--- config.mk ---
export PLATFORM = sky130hd
export DESIGN_NAME = display_mux_lab2_flat
export DESIGN_NICKNAME = d
export VERILOG_FILES = /design/src/rtl/display_mux_lab2_if.sv /design/src/rtl/display_mux_lab2.sv /design/src/flat_wrapper.sv
export SDC_FILE = /design/constraint.sdc
export NUM_CORES = 1
export LEC_CHECK = 0
export CAP_MARGIN = 20
export CORE_ASPECT_RATIO = 1.1
export CORE_MARGIN = 4
export CORE_UTILIZATION = 52
export DETAILED_ROUTE_END_ITERATION = 10
export PLACE_DENSITY = 0.85
export RECOVER_POWER = 25
export SLEW_MARGIN = 20
export SYNTH_ARGS = -nofsm -noshare
export SYNTH_HDL_FRONTEND = slang
export SYNTH_SLANG_ARGS = --single-unit
--- constraint.sdc ---
create_clock -name clk -period 2.3 [get_ports clk]
set_input_delay 0.575 -clock clk [delete_from_list [all_inputs] [get_ports clk]]
set_output_delay 0.575 -clock clk [all_outputs]
set_load 0.01 [all_outputs]
--- src/rtl/display_mux_lab2_if.sv ---
// Switch-bank / display bundle between the board-side driver and the display mux.
// The mux takes the raw switches and returns synchronized nibbles plus the 7-seg drive.
interface display_mux_lab2_if;
  logic [3:0] switch1;
  logic [3:0] switch2;
  logic [3:0] s1_sync;
  logic [3:0] s2_sync;
  logic [3:0] digit_sel;
  logic [1:0] anode;
  logic       frame_tick;

  modport master (
    output switch1, switch2,
    input  s1_sync, s2_sync, digit_sel, anode, frame_tick
  );

  modport slave (
    input  switch1, switch2,
    output s1_sync, s2_sync, digit_sel, anode, frame_tick
  );
endinterface

--- src/rtl/display_mux_lab2.sv ---
// Two-flop switch synchronizers plus a D0/B0/D1/B1 digit multiplexer for a dual common-anode display.
// Synced nibbles lag inputs by 2 clocks; free-running, no backpressure from downstream.
module display_mux_lab2 #(
  parameter int ON_CYCLES    = 24000,
  parameter int BLANK_CYCLES = 240,
  parameter int CNT_W        = 16
) (
  input  logic              clk,
  input  logic              reset,
  display_mux_lab2_if.slave bus_io
);

  typedef enum logic [1:0] {S_D0, S_B0, S_D1, S_B1} state_t;

  localparam logic [CNT_W-1:0] ON_LAST    = CNT_W'(ON_CYCLES - 1);
  localparam logic [CNT_W-1:0] BLANK_LAST = CNT_W'((BLANK_CYCLES == 0) ? 0 : BLANK_CYCLES - 1);
  localparam bit               NO_BLANK   = (BLANK_CYCLES == 0);

  logic [3:0]       s1_meta_q, s2_meta_q;
  logic [3:0]       s1_sync_q, s2_sync_q;
  state_t           state_q, state_d;
  logic [CNT_W-1:0] count_q, count_d;
  logic [1:0]       anode_q, anode_d;
  logic [3:0]       digit_sel_q, digit_sel_d;
  logic             adv;

  always_ff @(posedge clk or negedge reset) begin
    if (!reset) begin
      s1_meta_q <= '0;
      s2_meta_q <= '0;
      s1_sync_q <= '0;
      s2_sync_q <= '0;
    end else begin
      s1_meta_q <= bus_io.switch1;
      s2_meta_q <= bus_io.switch2;
      s1_sync_q <= s1_meta_q;
      s2_sync_q <= s2_meta_q;
    end
  end

  always_ff @(posedge clk or negedge reset) begin
    if (!reset) begin
      state_q     <= S_B1;
      count_q     <= '0;
      anode_q     <= 2'b11;
      digit_sel_q <= '0;
    end else begin
      state_q     <= state_d;
      count_q     <= count_d;
      anode_q     <= anode_d;
      digit_sel_q <= digit_sel_d;
    end
  end

  always_comb begin
    state_d     = state_q;
    adv         = 1'b0;
    anode_d     = 2'b11;
    digit_sel_d = digit_sel_q;

    case (state_q)
      S_D0: if (count_q == ON_LAST) begin
        adv     = 1'b1;
        state_d = NO_BLANK ? S_D1 : S_B0;
      end
      S_B0: if (count_q == BLANK_LAST) begin
        adv     = 1'b1;
        state_d = S_D1;
      end
      S_D1: if (count_q == ON_LAST) begin
        adv     = 1'b1;
        state_d = NO_BLANK ? S_D0 : S_B1;
      end
      S_B1: if (NO_BLANK || count_q == BLANK_LAST) begin
        // Without blanking the reset state is only a one-cycle launch point.
        adv     = 1'b1;
        state_d = S_D0;
      end
    endcase

    count_d = adv ? '0 : count_q + CNT_W'(1);

    case (state_d)
      S_D0:    anode_d = 2'b10;
      S_D1:    anode_d = 2'b01;
      default: anode_d = 2'b11;
    endcase

    // The lit nibble is latched on entry so mid-digit switch motion never shows.
    if (adv && state_d == S_D0) digit_sel_d = s1_sync_q;
    if (adv && state_d == S_D1) digit_sel_d = s2_sync_q;
  end

  assign bus_io.s1_sync    = s1_sync_q;
  assign bus_io.s2_sync    = s2_sync_q;
  assign bus_io.digit_sel  = digit_sel_q;
  assign bus_io.anode      = anode_q;
  assign bus_io.frame_tick = (state_q == S_D0) && (count_q == '0);

endmodule

--- src/flat_wrapper.sv ---
// flat-port wrapper written by rule: the top's interface ports become plain ports
module display_mux_lab2_flat 
#(
  parameter int ON_CYCLES    = 24000,
  parameter int BLANK_CYCLES = 240,
  parameter int CNT_W        = 16
)
  (clk, reset, bus_io_switch1, bus_io_switch2, bus_io_s1_sync, bus_io_s2_sync, bus_io_digit_sel, bus_io_anode, bus_io_frame_tick);
  display_mux_lab2_if bus_io_i ();
  input  logic clk;
  input  logic reset;
  input wire logic [$bits(bus_io_i.switch1)-1:0] bus_io_switch1;
  input wire logic [$bits(bus_io_i.switch2)-1:0] bus_io_switch2;
  output wire logic [$bits(bus_io_i.s1_sync)-1:0] bus_io_s1_sync;
  output wire logic [$bits(bus_io_i.s2_sync)-1:0] bus_io_s2_sync;
  output wire logic [$bits(bus_io_i.digit_sel)-1:0] bus_io_digit_sel;
  output wire logic [$bits(bus_io_i.anode)-1:0] bus_io_anode;
  output wire logic [$bits(bus_io_i.frame_tick)-1:0] bus_io_frame_tick;
  assign bus_io_i.switch1 = bus_io_switch1;
  assign bus_io_i.switch2 = bus_io_switch2;
  assign bus_io_s1_sync = bus_io_i.s1_sync;
  assign bus_io_s2_sync = bus_io_i.s2_sync;
  assign bus_io_digit_sel = bus_io_i.digit_sel;
  assign bus_io_anode = bus_io_i.anode;
  assign bus_io_frame_tick = bus_io_i.frame_tick;
  display_mux_lab2 #(.ON_CYCLES(ON_CYCLES), .BLANK_CYCLES(BLANK_CYCLES), .CNT_W(CNT_W)) u_core (.clk(clk), .reset(reset), .bus_io(bus_io_i));
endmodule
==> impl_metrics.env <==
export IMPL_fin_setup_tns_ns=0
export IMPL_nets=182
export IMPL_numCtsBuffers=5
export IMPL_grt_max_degree=41
export IMPL_min_period_over_period_pct=93.8
export IMPL_ys_types=34
export IMPL_ir_drop_mv=0.416
export IMPL_grt_overflow=0
export IMPL_fp_dieArea_um2=4160
export IMPL_htreeDepth=2
export IMPL_antenna_found_initial=0
export IMPL_cp_required_ns=1.73
export IMPL_drt_wl_total_mm=3.10
export IMPL_p_leak_nw=0.907
export IMPL_maxCapViolations=0
export IMPL_die_w_um=61.8
export IMPL_firstDrtPassIters=4
export IMPL_rsz0062_at_grt="no"
export IMPL_ys_ff_latch=40
export IMPL_synthesis_nets=148
export IMPL_stdcell_area_um2=2040
export IMPL_async_flop_share_pct=100
export IMPL_report_final_slew_viol_count=0
export IMPL_maxSlewHeadroom_pct=35.8
export IMPL_wl_per_cell_um=15.1
export IMPL_netlist_instances=136
export IMPL_n_fill_cell=235
export IMPL_worstPathArrival_ns=1.58
export IMPL_ys_flop_type="dfrtp_1"
export IMPL_fmax_mhz=463
export IMPL_use_met3_pct=5.16
export IMPL_clkSinkCount=40
export IMPL_first_global_vias=1183
export IMPL_synth_edff_count=0
export IMPL_drtIter0Drc=44
export IMPL_crit_chain="nor4_4 -> nand3_1 -> nor2_1 -> dlygate4sd2_1"
export IMPL_place_hpwl_mm=2.30
export IMPL_tightest_slew_ns=0.964
export IMPL_io_buffers=24
export IMPL_period_minus_slack_ns=2.16
export IMPL_fin_skew_ns=0.00632
export IMPL_worstHoldPathType="reg -> reg"
export IMPL_slowest_stage="dfrtp_1"
export IMPL_gp_congestion=0.903
export IMPL_path_class="reg -> out"
export IMPL_clock_latency_ns=0.34
export IMPL_core_area_um2=3050
export IMPL_pwr_density_cell_nw_per_um2=544
export IMPL_ant_nets=0
export IMPL_layout_common_cells="36 x dfrtp_1, 15 x nand2_1, 14 x nor2_1, 14 x clkdlybuf4s50_1, 10 x xor2_1"
export IMPL_finalHoldViolations=0
export IMPL_grt_use_total_pct=17.8
export IMPL_viasPerCell=5.53
export IMPL_cts_tree="yes"
export IMPL_antenna_cells=0
export IMPL_yosysWarnings=0
export IMPL_final_common_cell="dfrtp_1"
export IMPL_total_power_mw=1.11
export IMPL_die_height_um=67.2
export IMPL_drc_errors=0
export IMPL_syn_cell_area_um2=1660
export IMPL_via_count=1133
export IMPL_area_growth_pct=22.8
export IMPL_worstSetupEndpointType="output pin"
export IMPL_cpPeakStageDelay_ns=0.43
export IMPL_synth_seq_area_share_pct=60.7
export IMPL_setup_viol=0
export IMPL_avgSynthCellArea_um2=12.2
export IMPL_grt_use_met2_pct=31.2
export IMPL_io_pins=25
export IMPL_root_buffer="clkbuf_4"
export IMPL_grt_busiest_layer="met2"
export IMPL_path_clk_slew_ns=0.12
export IMPL_cts_path_max_buffers=2
export IMPL_cp_max_fo=2
export IMPL_status="complete, no violations"
export IMPL_cp_start_kind="flop"
export IMPL_drive_gt1_share_pct=21.6
export IMPL_fp_row_count=21
export IMPL_initial_core_util_pct=54.4
export IMPL_global_route_usage_met1_pct=20.4
export IMPL_post_dp_cell_area_um2=1940
export IMPL_grt_pass1_wl_mm=5.35
-- worst max-delay path: cells and delay by family (launching register included) --
family | cells | cell delay (ns)
buffers and inverters | 1 | 0.27
flip-flops | 1 | 0.43
AND/OR/NAND/NOR | 3 | 0.56
-- layer usage --
metal | wire, um | part of all wire (%)
met1 | 1280 | 41
met2 | 1670 | 54
met3 | 124 | 4.0
met4 | 31 | 1.0
met5 | 0 | 0
-- per-stage QoR --
stage,hold slack [ns],setup WS [ns],utilization [%],instances
detailed placement,0.337,0.146,63.6,194
finish,0.362,0.142,66.8,205
global placement,0.332,0.194,63.6,194
floorplan,0.279,0.569,-,136
global route,0.368,0.00440,66.8,205
CTS,0.347,0.117,66.5,205
-- power breakdown --
group / leakage, nW / switching, mW / internal (mW)
logic: 0.386 / 0.0221 / 0.0240
clock network: 0.0282 / 0.219 / 0.118
registers: 0.493 / 0.00556 / 0.717
-- logic make-up (layout without fill, tap and decap cells) --
kind of cell    after synthesis  in the layout  synth area share, %
simple gates                 60             60                 20.5
flops                        40             40                 60.7
xor+xnor                     15             15                 7.92
mux                           8              8                 5.43
buf+inv                       7             42                 2.04
compound gates                4              4                 1.89
fa+ha+maj                     2              2                 1.51
-- sequential cells by signal, summed over array words and instances, names as in the netlist --
name,flops
u_core.bus_io.anode,2
u_core.bus_io.digit_sel,4
u_core.bus_io.s1_sync,4
u_core.bus_io.s2_sync,4
u_core.count_q,16
u_core.s1_meta_q,4
u_core.s2_meta_q,4
u_core.state_q,2
-- final cells by class --
class | instances | area, um^2 | share of cell area [%]
Sequential cell | 40 | 1010 | 49.4
Multi-Input combinational cell | 89 | 639 | 31.4
Timing Repair Buffer | 30 | 279 | 13.7
Tap cell | 34 | 42.5 | 2.09
Clock buffer | 6 | 41.3 | 2.03
Inverter | 4 | 15.0 | 0.738
Clock inverter | 2 | 12.5 | 0.615
-- synthesized netlist by cell type, types with 2 or more instances --
cell	number	share of area, %
xnor2_1	5	2.6
buf_4	2	0.91
mux2_2	6	4.1
nand2_1	15	3.4
dfrtp_1	36	54
inv_1	4	0.91
nor4_1	4	1.5
nand4_1	3	1.1
xor2_1	10	5.3
and3_1	2	0.75
ha_1	2	1.5
mux2_1	2	1.4
dfstp_2	4	6.3
and3_2	2	0.91
nor2_1	14	3.2
nand3_1	6	1.8
nor2_2	2	0.75
-- final timing paths --
kind                                                from                                endpoint  slack, ns  cells past startpoint
max reg2reg                  u_core.count_q[0]$_DFF_PN0_  u_core.bus_io.digit_sel[3]$_DFFE_PN0P_       0.33                      6
min                        u_core.s1_meta_q[2]$_DFF_PN0_      u_core.bus_io.s1_sync[2]$_DFF_PN0_       0.36                      0
min reg2reg                u_core.s1_meta_q[2]$_DFF_PN0_      u_core.bus_io.s1_sync[2]$_DFF_PN0_       0.36                      0
max                          u_core.count_q[8]$_DFF_PN0_                       bus_io_frame_tick       0.14                      4
max in group asynchronous                          reset  u_core.bus_io.digit_sel[0]$_DFFE_PN0P_       1.33                      1
min in group asynchronous                          reset             u_core.count_q[2]$_DFF_PN0_       0.37                      1
-- timing repair --
action / 4_1_cts / 5_1_grt
hold buffers: 0 / 0
endpoints found under the setup margin: 1 / 1
setup buffers: 3 / 0
gates resized for setup: 3 / 1
No activity file was read; power rests on OpenSTA's default activity.
